==> src/rtl/reg_scoreboard.sv <==
// Per-register pending-write scoreboard: counts issued-but-not-written-back
// results per architectural register and answers busy/saturation queries.
module reg_scoreboard #(
  parameter int REG_NUM   = 32,
  parameter int ISSUE_NUM = 2,
  parameter int CNT_W     = 2
) (
  input  logic                      clk,
  input  logic                      rst,
  input  logic                      flush,
  input  logic [ISSUE_NUM-1:0]      issue_en,
  input  logic [ISSUE_NUM-1:0]      issue_rd_en,
  input  logic [ISSUE_NUM-1:0][4:0] issue_rd,
  input  logic [ISSUE_NUM-1:0][4:0] issue_rs1,
  input  logic [ISSUE_NUM-1:0][4:0] issue_rs2,
  input  logic [ISSUE_NUM-1:0]      wb_en,
  input  logic [ISSUE_NUM-1:0][4:0] wb_rd,
  output logic [ISSUE_NUM-1:0]      rs1_busy,
  output logic [ISSUE_NUM-1:0]      rs2_busy,
  output logic [ISSUE_NUM-1:0]      rd_sat,
  output logic                      idle,
  output logic                      ovf_err,
  output logic                      udf_err
);
  localparam int SUM_W = CNT_W + 2;
  localparam logic [CNT_W-1:0] CNT_MAX  = {CNT_W{1'b1}};
  localparam logic [CNT_W-1:0] CNT_ZERO = {CNT_W{1'b0}};

  logic [CNT_W-1:0]        cnt_q [1:REG_NUM-1];
  logic [CNT_W-1:0]        cnt_d [1:REG_NUM-1];
  logic [CNT_W-1:0]        cnt_view_s [0:31];
  logic                    ovf_err_q, ovf_err_d;
  logic                    udf_err_q, udf_err_d;
  logic signed [SUM_W-1:0] sum_s;
  logic [SUM_W-1:0]        ahead_s;

  // Address-indexed view of the counters; x0 and unimplemented registers read 0.
  always_comb begin
    for (int a = 0; a < 32; a++) begin
      cnt_view_s[a] = CNT_ZERO;
    end
    for (int a = 1; a < REG_NUM; a++) begin
      cnt_view_s[a] = cnt_q[a];
    end
  end

  // Next counter values: add issues, subtract writebacks, clamp and flag errors.
  always_comb begin
    ovf_err_d = ovf_err_q;
    udf_err_d = udf_err_q;
    sum_s     = {SUM_W{1'b0}};
    for (int r = 1; r < REG_NUM; r++) begin
      sum_s = $signed({2'b00, cnt_q[r]});
      for (int i = 0; i < ISSUE_NUM; i++) begin
        sum_s = sum_s + $signed({{(SUM_W-1){1'b0}},
                  issue_en[i] & issue_rd_en[i] & (issue_rd[i] == 5'(r))});
        sum_s = sum_s - $signed({{(SUM_W-1){1'b0}}, wb_en[i] & (wb_rd[i] == 5'(r))});
      end
      if (flush) begin
        cnt_d[r] = CNT_ZERO;
      end else if (sum_s[SUM_W-1]) begin
        cnt_d[r]  = CNT_ZERO;
        udf_err_d = 1'b1;
      end else if (sum_s > $signed({2'b00, CNT_MAX})) begin
        cnt_d[r]  = CNT_MAX;
        ovf_err_d = 1'b1;
      end else begin
        cnt_d[r] = sum_s[CNT_W-1:0];
      end
    end
  end

  // Busy queries read registered state only; no same-cycle bypass.
  always_comb begin
    for (int i = 0; i < ISSUE_NUM; i++) begin
      rs1_busy[i] = (issue_rs1[i] != 5'd0) && (cnt_view_s[issue_rs1[i]] != CNT_ZERO);
      rs2_busy[i] = (issue_rs2[i] != 5'd0) && (cnt_view_s[issue_rs2[i]] != CNT_ZERO);
    end
  end

  // A slot saturates when its rd count plus older same-rd issues in the bundle reaches max.
  always_comb begin
    ahead_s = {SUM_W{1'b0}};
    for (int i = 0; i < ISSUE_NUM; i++) begin
      ahead_s = {2'b00, cnt_view_s[issue_rd[i]]};
      for (int j = 0; j < i; j++) begin
        ahead_s = ahead_s + {{(SUM_W-1){1'b0}},
                  issue_en[j] & issue_rd_en[j] & (issue_rd[j] == issue_rd[i])};
      end
      rd_sat[i] = issue_rd_en[i] && (issue_rd[i] != 5'd0) && (ahead_s >= {2'b00, CNT_MAX});
    end
  end

  // Idle when no register has an outstanding write.
  always_comb begin
    idle = 1'b1;
    for (int r = 1; r < REG_NUM; r++) begin
      idle = idle & (cnt_q[r] == CNT_ZERO);
    end
  end

  // Counter and sticky error state.
  always_ff @(posedge clk or posedge rst) begin
    if (rst) begin
      for (int r = 1; r < REG_NUM; r++) begin
        cnt_q[r] <= CNT_ZERO;
      end
      ovf_err_q <= 1'b0;
      udf_err_q <= 1'b0;
    end else begin
      for (int r = 1; r < REG_NUM; r++) begin
        cnt_q[r] <= cnt_d[r];
      end
      ovf_err_q <= ovf_err_d;
      udf_err_q <= udf_err_d;
    end
  end

  assign ovf_err = ovf_err_q;
  assign udf_err = udf_err_q;

endmodule

==> config.mk <==
export PLATFORM = sky130hd
export DESIGN_NAME = reg_scoreboard
export DESIGN_NICKNAME = d
export VERILOG_FILES = /design/src/rtl/reg_scoreboard.sv
export SDC_FILE = /design/constraint.sdc
export NUM_CORES = 1
export LEC_CHECK = 0
export BUFFER_PORTS_ARGS = -buffer_cell sky130_fd_sc_hd__buf_2
export CAP_MARGIN = 5
export CORE_MARGIN = 4
export CORE_UTILIZATION = 35
export DETAILED_ROUTE_END_ITERATION = 8
export HOLD_SLACK_MARGIN = 0.15
export SLEW_MARGIN = 20
export SYNTH_ARGS = -nofsm -noshare
export SYNTH_HDL_FRONTEND = slang
export SYNTH_SLANG_ARGS = --single-unit
==> constraint.sdc <==
create_clock -name clk -period 3.6 [get_ports clk]
set_input_delay 0.54 -clock clk [delete_from_list [all_inputs] [get_ports clk]]
set_output_delay 0.54 -clock clk [all_outputs]
set_load 0.005 [all_outputs]
==> results.json <==
{
  "status": "finished clean",
  "synth_area_leaders": "fa_1 20%, dfrtp_1 17%, mux4_2 14%",
  "dp_cells": 1569,
  "synth_top_area_share_pct": 20.1,
  "maxCapViolations": 0,
  "slew_viol_final": 0,
  "num_antenna_cells": 0,
  "finalInstanceArea_um2": 11600,
  "cts_tree": "done",
  "dr_wl_met3_mm": 3.92,
  "syn_inst": 1034,
  "grt_pass1_vias": 8297,
  "total_leakage_power_nw": 5.48,
  "synth_seq_area_share_pct": 17.3,
  "power_mw": 2.46,
  "dp_slack_ns": -0.368,
  "yosysWarningCount": 0,
  "drt_drc_violations_left": 0,
  "cp-start-kind": "register",
  "maxSlewHeadroom_pct": 55.3,
  "crit_start": "cnt_q[48]",
  "cts_max_level": 3,
  "overflow": 0,
  "synth_area_um2": 9240,
  "grt_start_max_net_pins": 31,
  "synth-edff-count": 0,
  "drt_first_pass_iters": 6,
  "r2r_cells": 11,
  "die_h_um": 171,
  "synth_fp_nets": 1240,
  "ys_ff_latch": 64,
  "vias": 8455,
  "final_layout_size_suffix_gt1_share_pct": 27.4,
  "met2_length_mm": 14.3,
  "power.density_nw_per_um2": 212,
  "grt_pass1_wl_mm": 49.7,
  "finalHoldViolCount": 0,
  "cts_buffers": 9,
  "top_layer_used": "met4",
  "path_max_fanout": 4,
  "io_buffers": 57,
  "gp_routability_congestion": 0.998,
  "core_area_um2": 26000,
  "wirelength_mm": 32.6,
  "clockRootBuffer": "clkbuf_16",
  "initial_core_util_pct": 35.6,
  "period_needed_ns": 3.52,
  "met1_length_mm": 13.1,
  "synth_cell_types": 52,
  "arrival_ns": 2.98,
  "hold_class": "input pin to async pin",
  "syn_avg_cell_area_um2": 8.94,
  "yosysTopAreaCell": "fa_1",
  "drt_iter0_markers": 1185,
  "fin_nets": 1451,
  "clock_skew_ns": 0.0117,
  "drtAntennaViolNets": 0,
  "viasPerCell": 5.33,
  "cts_buffer_depth": 2,
  "synth-main-ff-cell": "dfrtp_1",
  "clock-sinks": 64,
  "dp_hpwl_mm": 27.2,
  "setup_viol": 0,
  "setup_tns_ns": 0,
  "finalNonFillerCells": 1585,
  "cp-end-kind": "output port",
  "clk_pin_slew_ns": 0.07,
  "fin_crit_sh_pct": 97.8,
  "rows": 59,
  "io-pin-count": 58,
  "utilization_pct": 44.6,
  "dieArea_um2": 29100,
  "required_ns": 3.06,
  "holdWs_ns": 0.274,
  "fin_ws_ns": 0.0785,
  "regToRegStartpoint": "cnt_q[44]",
  "area_growth_pct": 25.5,
  "maxClockFrequency_ghz": 0.284,
  "synth-async-reset-ratio_pct": 100,
  "ir_drop_v": 0.000205,
  "tightest_slew_ns": 0.670,
  "grt_use_total_pct": 22.9,
  "placedInstanceArea_um2": 11200,
  "antenna_found_initial": 0,
  "wl_per_cell_um": 20.5,
  "crit_type": "register to output port",
  "die_w_um": 171,
  "clkLatencyLatePin_ns": 0.35,
  "postCtsSetupRepairBufs": 0
}
-- cells in the mapped netlist, types with 2 or more instances --
master / count
inv_1: 213
nor2_1: 140
nand2_1: 111
fa_1: 93
dfrtp_1: 64
ha_1: 64
mux4_2: 57
nand2b_1: 38
clkbuf_1: 28
nor3_1: 24
maj3_1: 20
nor2b_1: 19
a21oi_1: 18
buf_2: 13
mux2i_1: 12
nand4_1: 10
o22ai_1: 9
nand3_1: 8
mux2_2: 7
and2_1: 6
nor3b_1: 6
nor4_1: 5
o21a_1: 5
a211oi_1: 4
a221oi_1: 4
and3_1: 4
nor4b_1: 4
o2111ai_1: 4
o21ai_0: 4
xnor2_1: 4
a22oi_1: 3
o211ai_1: 3
a2111o_1: 2
a2111oi_0: 2
a311o_1: 2
a31oi_1: 2
a41oi_1: 2
buf_1: 2
nand3b_1: 2
o31ai_1: 2
or2_2: 2
or4_1: 2
-- critical path: stages (launching register included) --
cell and delay (ns):
dfrtp_1 0.46, mux4_2 0.49, mux4_2 0.47, mux2_2 0.27, ha_1 0.18, ha_1 0.26, a21oi_1 0.07, nor3b_2 0.26
buf_2 0.16
-- sequential cells by signal (all words and copies together) (netlist names) --
name	cells
cnt_q	62
udf_err	1
ovf_err	1
-- cell type report --
class                      instances  area, µm²
fill                            2556      14400
multi-input combinational        713       6720
timing repair buffer             244       1700
sequential                        64       1600
inverter                         213        800
tap                              335        419
clock buffer                      10        239
clock inverter                     6        115
-- final timing paths --
kind | slack (ns) | end
worst min-delay path | 0.27 | cnt_q[41]
worst min register to register | 0.53 | ovf_err
worst max register to register | 0.90 | udf_err
min in group clk | 0.53 | ovf_err
worst max-delay path | 0.08 | rd_sat[1]
max in group asynchronous | 2.46 | cnt_q[18]
-- per-layer routing --
metal  vias up  GRT usage, %
met5         -             0
met4         0          8.40
met2       485          34.5
met1      4156          31.4
met3        85          6.72
li1       3729             -
-- cells in the final DEF, fill, tap and decap left out, drive strengths merged, types with 3 or more instances in the layout --
cell and n:
a211oi 4, buf 243, a221oi 4, o21a 5, and3 4, nor3 24, ha 64, clkbuf 11
nor4 5, xnor2 4, nor2b 19, and2 6, mux4 57, fa 93, dfrtp 64, nand3 8
o22ai 9, a22oi 3, nand2 111, mux2 7, bufinv 3, nor4b 4, nand2b 38, maj3 20
a21oi 18, o211ai 3, o21ai 4, o2111ai 4, nand4 10, nor2 140, inv 214, mux2i 12
nor3b 6
-- repair_timing --
action,4_1_cts,5_1_grt
gates resized for setup,2,17
cloned,0,0
hold buffers,0,0
setup endpoints to repair,1,3
pin swaps,0,3
-- report_power, final --
part           internal [mW]  switching (mW)
Sequential             0.737          0.0243
Clock                  0.700           0.393
Combinational          0.268           0.336
Total                   1.70           0.754
-- cell families (layout without fill, tap and decap cells) --
family                     after synthesis  after routing  share of synthesized area (%)
AOI/OAI and AO/OA                       72             72                           5.52
xor gates and xnor gates                 5              5                          0.474
adders and majority gates              177            177                           31.0
buffers and inverters                  257            473                           10.7
DFF                                     64             64                           17.3
muxes                                   76             76                           16.0
and+or+nand+nor                        383            383                           19.0
(Power assumes the default switching activity.)
